==> config.mk <==
export PLATFORM = sky130hd
export DESIGN_NAME = imem_boot_loader
export DESIGN_NICKNAME = d
export VERILOG_FILES = /design/src/rtl/imem_boot_loader.sv
export SDC_FILE = /design/constraint.sdc
export NUM_CORES = 1
export LEC_CHECK = 0
export ABC_AREA = 0
export CAP_MARGIN = 0
export CORE_MARGIN = 3
export CORE_UTILIZATION = 54
export DETAILED_ROUTE_END_ITERATION = 8
export GPL_TIMING_DRIVEN = 0
export PLACE_DENSITY = 0.79
export SYNTH_ARGS = -nofsm -noshare
export SYNTH_HDL_FRONTEND = slang
export SYNTH_SLANG_ARGS = --single-unit
==> constraint.sdc <==
create_clock -name clk -period 3.42 [get_ports clk]
set_input_delay 0.855 -clock clk [delete_from_list [all_inputs] [get_ports clk]]
set_output_delay 0.855 -clock clk [all_outputs]
set_load 0.05 [all_outputs]
==> src/rtl/imem_boot_loader.sv <==
// imem_boot_loader: boot-time instruction-memory writer.
// Receives a length-prefixed byte stream (LEN0, LEN1, N*4 data bytes LSB-first),
// assembles 32-bit words and writes them sequentially from BASE_ADDR, holding the
// core until the image has been accepted.
// Optional feature macro: CHECKSUM_EN adds a trailing XOR checksum byte (CSUM state).
module imem_boot_loader #(
    parameter int                ADDR_W      = 32,
    parameter int                DEPTH_WORDS = 64,
    parameter logic [ADDR_W-1:0] BASE_ADDR   = '0
) (
    input  logic              clk,
    input  logic              areset,
    input  logic              start,
    input  logic [7:0]        rx_data,
    input  logic              rx_valid,
    output logic              rx_ready,
    output logic              imem_we,
    output logic [ADDR_W-1:0] imem_addr,
    output logic [31:0]       imem_wdata,
    output logic              core_hold,
    output logic              done,
    output logic              error,
    output logic [15:0]       words_loaded
);

    typedef enum logic [2:0] {
        S_IDLE = 3'd0,
        S_LEN0 = 3'd1,
        S_LEN1 = 3'd2,
        S_DATA = 3'd3,
`ifdef CHECKSUM_EN
        S_CSUM = 3'd4,
`endif
        S_DONE = 3'd5,
        S_ERR  = 3'd6
    } state_e;

    // State entered once the payload is complete (or empty).
`ifdef CHECKSUM_EN
    localparam state_e S_TAIL = S_CSUM;
`else
    localparam state_e S_TAIL = S_DONE;
`endif

    localparam logic [15:0] DEPTH_N = 16'(DEPTH_WORDS);

    state_e            state_q, state_d;
    logic [15:0]       len_q, len_d;       // N, word count of the image
    logic [1:0]        bidx_q, bidx_d;     // byte position inside current word
    logic [31:0]       word_q, word_d;     // word under assembly
    logic [15:0]       widx_q, widx_d;     // index of next word to write
    logic              we_q, we_d;
    logic [ADDR_W-1:0] addr_q, addr_d;
    logic [31:0]       wdata_q, wdata_d;
    logic [15:0]       wl_q, wl_d;
`ifdef CHECKSUM_EN
    logic [7:0]        csum_q, csum_d;     // running XOR of LEN0, LEN1 and data
`endif

    logic        fire;
    logic [15:0] len_n;
    logic [31:0] word_asm;
    logic [15:0] widx_inc;

    // Byte acceptance is a pure function of the registered state.
    always_comb begin
        rx_ready = (state_q == S_LEN0) || (state_q == S_LEN1) || (state_q == S_DATA);
`ifdef CHECKSUM_EN
        if (state_q == S_CSUM) rx_ready = 1'b1;
`endif
    end

    // Status outputs decode the registered state, so they change exactly at state entry.
    always_comb begin
        done      = (state_q == S_DONE);
        error     = (state_q == S_ERR);
        core_hold = (state_q != S_DONE);
    end

    assign imem_we      = we_q;
    assign imem_addr    = addr_q;
    assign imem_wdata   = wdata_q;
    assign words_loaded = wl_q;

    // Next-state and datapath update for the frame parser.
    always_comb begin
        state_d = state_q;
        len_d   = len_q;
        bidx_d  = bidx_q;
        word_d  = word_q;
        widx_d  = widx_q;
        we_d    = 1'b0;
        addr_d  = addr_q;
        wdata_d = wdata_q;
        wl_d    = wl_q;
`ifdef CHECKSUM_EN
        csum_d  = csum_q;
`endif
        fire     = rx_valid && rx_ready;
        len_n    = {rx_data, len_q[7:0]};
        word_asm = word_q;
        word_asm[{bidx_q, 3'b000} +: 8] = rx_data;
        widx_inc = widx_q + 16'd1;

        case (state_q)
            // start is only honoured when no frame is in flight.
            S_IDLE, S_DONE, S_ERR: begin
                if (start) begin
                    state_d = S_LEN0;
                    len_d   = '0;
                    bidx_d  = '0;
                    word_d  = '0;
                    widx_d  = '0;
                    addr_d  = BASE_ADDR;
                    wl_d    = '0;
`ifdef CHECKSUM_EN
                    csum_d  = '0;
`endif
                end
            end
            S_LEN0: begin
                if (fire) begin
                    len_d[7:0] = rx_data;
`ifdef CHECKSUM_EN
                    csum_d     = csum_q ^ rx_data;
`endif
                    state_d    = S_LEN1;
                end
            end
            S_LEN1: begin
                if (fire) begin
                    len_d[15:8] = rx_data;
`ifdef CHECKSUM_EN
                    csum_d      = csum_q ^ rx_data;
`endif
                    // Oversize rejected before any write, so the word index stays in range.
                    if (len_n > DEPTH_N)      state_d = S_ERR;
                    else if (len_n == 16'd0)  state_d = S_TAIL;
                    else                      state_d = S_DATA;
                end
            end
            S_DATA: begin
                if (fire) begin
                    word_d = word_asm;
                    bidx_d = bidx_q + 2'd1;
`ifdef CHECKSUM_EN
                    csum_d = csum_q ^ rx_data;
`endif
                    if (bidx_q == 2'd3) begin
                        we_d    = 1'b1;
                        wdata_d = word_asm;
                        addr_d  = BASE_ADDR + ADDR_W'({widx_q, 2'b00});
                        wl_d    = widx_inc;
                        widx_d  = widx_inc;
                        if (widx_inc == len_q) state_d = S_TAIL;
                    end
                end
            end
`ifdef CHECKSUM_EN
            S_CSUM: begin
                if (fire) state_d = (rx_data == csum_q) ? S_DONE : S_ERR;
            end
`endif
            default: state_d = S_IDLE;
        endcase
    end

    // State and datapath registers; reset abandons any partial load immediately.
    always_ff @(posedge clk or negedge areset) begin
        if (!areset) begin
            state_q <= S_IDLE;
            len_q   <= '0;
            bidx_q  <= '0;
            word_q  <= '0;
            widx_q  <= '0;
            we_q    <= 1'b0;
            addr_q  <= BASE_ADDR;
            wdata_q <= '0;
            wl_q    <= '0;
`ifdef CHECKSUM_EN
            csum_q  <= '0;
`endif
        end else begin
            state_q <= state_d;
            len_q   <= len_d;
            bidx_q  <= bidx_d;
            word_q  <= word_d;
            widx_q  <= widx_d;
            we_q    <= we_d;
            addr_q  <= addr_d;
            wdata_q <= wdata_d;
            wl_q    <= wl_d;
`ifdef CHECKSUM_EN
            csum_q  <= csum_d;
`endif
        end
    end

endmodule

==> flow_metrics.py <==
metrics = {
    "place": {
        "dp_cells": 850,
        "place.gp.congestion": 0.9092,
        "dp_hpwl_microns": 10470,
        "dp_slack_ns": 0.4684,
        "io_buffer_count": 79,
    },
    "finish": {
        "nets": 752,
        "final_cells": 881,
        "area_growth_pct": 27.88,
        "drive_above_1_share_pct": 8.859,
        "antenna_cells": 0,
    },
    "timing": {
        "fin_ws_ns": 0.2076,
        "max_slew_margin_pct": 22.32,
        "rsz0062_at_grt": "false",
        "max_clock_freq_mhz": 311.3,
        "setup_viol": 0,
        "final.setup_skew_ns": 0.008147,
        "timing.hold.ws_ns": 0.3327,
        "fin_crit_sh_pct": 93.93,
        "worst_pin_slew_ns": 1.163,
        "hold_viol_final": 0,
        "min_period_ns": 3.212,
        "maxSlewViolCount": 0,
    },
    "synth": {
        "synth_xor_area_share_pct": 3.622,
        "synth_top_family_by_area": "simple AND/OR/NAND/NOR gates",
        "yosys.area_share.simple_pct": 21.28,
        "synth_edf_count": 0,
        "synth_common_cells": "118 x dfrtp_1, 100 x nand2_1, 73 x nor2_1, 43 x nand3_1, 36 x clkbuf_1",
        "netlist_area_sq_um": 5803,
        "ys_async_sr_fraction_pct": 100.0,
        "synth_top_area_cell": "dfrtp_1",
        "yosysMostFrequentCell": "dfrtp_1",
        "ys_seq_elements": 118,
        "ys_warn_count": 0,
        "yosysSeqAreaShare_pct": 50.88,
        "syn_inst": 619,
        "syn_area_per_cell_sq_um": 9.375,
        "synth_fa_ha_area_share_pct": 1.509,
        "synth_compound_area_share_pct": 16.58,
        "synth_ff_type": "dfrtp_1",
        "muxShareOfSynthArea_pct": 0,
        "synth_top_area_share_pct": 50.88,
        "synth_cell_type_count": 49,
        "netlist_top_cells_area": "dfrtp_1 51%, nand2_1 6.5%, a221oi_1 5.0%",
    },
    "pwr": {
        "p_sw_w": 0.002298,
        "combPwrFrac_pct": 37.6,
        "pwr-share-seq_pct": 33.0,
        "p_clk_share_pct": 29.5,
        "power_density_nw_per_um2": 769.3,
        "vdd_drop_max_v": 0.0005485,
        "leakagePower_nw": 3.427,
        "intPower_w": 0.003411,
        "p_sw_share_pct": 40.25,
    },
    "clocking": {
        "clkTransAtPathRegs_ns": 0.06,
        "cts_root_buf": "clkbuf_8",
        "cts-buffers-inserted": 17,
        "htreeDepth": 4,
        "ctsHoldBuffers": 0,
        "clock_latency_ns": 0.53,
        "cts_buffer_depth": 2,
        "clock_sinks": 118,
        "cts_tree": "yes",
    },
    "global_route": {
        "antenna_found_initial": 0,
        "overflow": 0,
        "grt_pass1_vias": 5021,
        "grtUsageTotal_pct": 27.00,
        "grt_max_degree": 72,
        "grt_first_pass_wirelength_microns": 25110,
    },
    "drt": {
        "drt_iter0_markers": 448,
        "wl_per_cell_microns": 17.53,
        "first_pass_iters": 6,
        "via_per_inst": 5.952,
        "ant_nets": 0,
        "drc": 0,
        "wirelength_microns": 15440,
        "vias": 5244,
    },
    "setup_path": {
        "r2r_slack_ns": 0.55,
        "critPathRequiredTime_ns": 2.56,
        "worstPathMaxFanout": 10,
        "worstPathArrival_ns": 2.36,
        "worstSetupPathType": "reg -> out",
        "cp-end-kind": "primary output",
        "startpoint_type": "register",
    },
    "floorplan": {
        "dieHeight_microns": 109.7,
        "initial_utilization_pct": 55.96,
        "num_io_pins": 97,
        "num_rows": 37,
        "die_area_sq_um": 12030,
        "die_w_microns": 109.7,
        "coreArea_sq_um": 10370,
    },
    "status": {
        "status": "completed",
    },
    "hold_path": {
        "hold_path.class": "in -> async",
    },
    "job": {
        "cap_violations": 0,
    },
}
-- worst paths after layout --
path / start / end / cells past startpoint
max in group asynchronous: areset / imem_wdata[15]$_DFFE_PN0P_ / 2
max: state_q[1]$_DFFE_PN0P_ / error / 4
max reg2reg: words_loaded[0]$_DFFE_PN0P_ / state_q[1]$_DFFE_PN0P_ / 7
min reg2reg: imem_addr[5]$_DFFE_PN0P_ / imem_addr[5]$_DFFE_PN0P_ / 2
min: areset / imem_addr[11]$_DFFE_PN0P_ / 1
min in group clk: imem_addr[5]$_DFFE_PN0P_ / imem_addr[5]$_DFFE_PN0P_ / 2
-- cell usage in the layout, fill, tap and decap left out, types with 3 or more instances in the layout --
master,count
a21boi_1,4
inv_1,8
o211ai_1,3
clkbuf_8,5
o21ai_0,30
xnor2_1,19
nor4_1,3
o31ai_1,5
buf_2,5
a22o_1,32
and2_1,5
dfrtp_1,118
xor2_1,5
conb_1,16
buf_1,4
nor2b_1,4
clkbuf_16,16
clkdlybuf4s50_1,77
a31oi_1,6
nor2_1,73
clkinvlp_4,6
nand3_1,43
nor3_1,11
and3_1,6
a221oi_1,33
clkbuf_1,36
buf_4,19
a21oi_1,9
nand4_1,4
nand2_1,100
ha_1,7
-- power by group through the flow --
stage | registers, W | logic [W] | clock network, W
final | 0.00188 | 0.00214 | 0.00168
after global routing | 0.00192 | 0.00228 | 0.00175
after CTS | 0.00188 | 0.00213 | 0.00168
after detailed placement | 0.00190 | 0.00211 | 0
after global placement | 0.00189 | 0.00207 | 0
after floorplan | 0.00249 | 0.000851 | 0
-- metal layers --
| layer | up-vias | track usage (%) | share of wire [%] |
|---|---|---|---|
| met1 | 2569 | 36.48 | 42 |
| met4 | 0 | 11.13 | 2.4 |
| met5 | - | 0 | 0 |
| met2 | 255 | 43.07 | 49 |
| li1 | 2376 | - | - |
| met3 | 44 | 5.050 | 7.1 |
-- flip-flops by register name (all words and copies together), names as in the netlist --
name / cells
imem_addr: 16
state_q: 3
bidx_q: 2
words_loaded: 16
imem_we: 1
word_q: 32
len_q: 16
imem_wdata: 32
-- critical path, stage by stage (launching register included) --
cell and delay [ns]:
dfrtp_1 0.34, clkbuf_1 0.33, nor2b_1 0.21, and2_1 0.14
clkdlybuf4s50_1 0.80
-- metrics by stage --
step / instance area, sq um / power (W) / TNS [ns] / util (%)
2_1_floorplan: 5859 / 0.003343 / 0 / -
3_3_place_gp: 6820 / 0.003955 / -330.03 / 65.77
3_5_place_dp: 6845 / 0.004013 / 0 / 66.01
4_1_cts: 7412 / 0.005695 / 0 / 71.48
5_1_grt: 7421 / 0.005950 / 0 / 71.56
6_report: 7421 / 0.005709 / 0 / 71.56
-- cell type report --
cell class	instances	area [sq um]
Inverter	11	41.29
Multi-Input combinational cell	442	2561
Tap cell	136	170.2
Timing Repair Buffer	80	818.3
Sequential cell	118	2953
Fill cell	779	2949
Clock inverter	10	97.59
Clock buffer	21	469.2
Buffer	63	310.3
-- kinds of logic (layout without fill, tap and decap cells) --
family	Yosys count	in the layout
other cells	1	16
compound gates	130	130
buf+inv	74	185
simple gates	265	265
flops	118	118
fa+ha+maj	7	7
xor+xnor	24	24
-- repair_timing --
item                       4_1_cts  5_1_grt
setup endpoints to repair        0        1
resized for setup                0        1
setup buffers                    0        0
No activity file was read; power rests on OpenSTA's default activity.
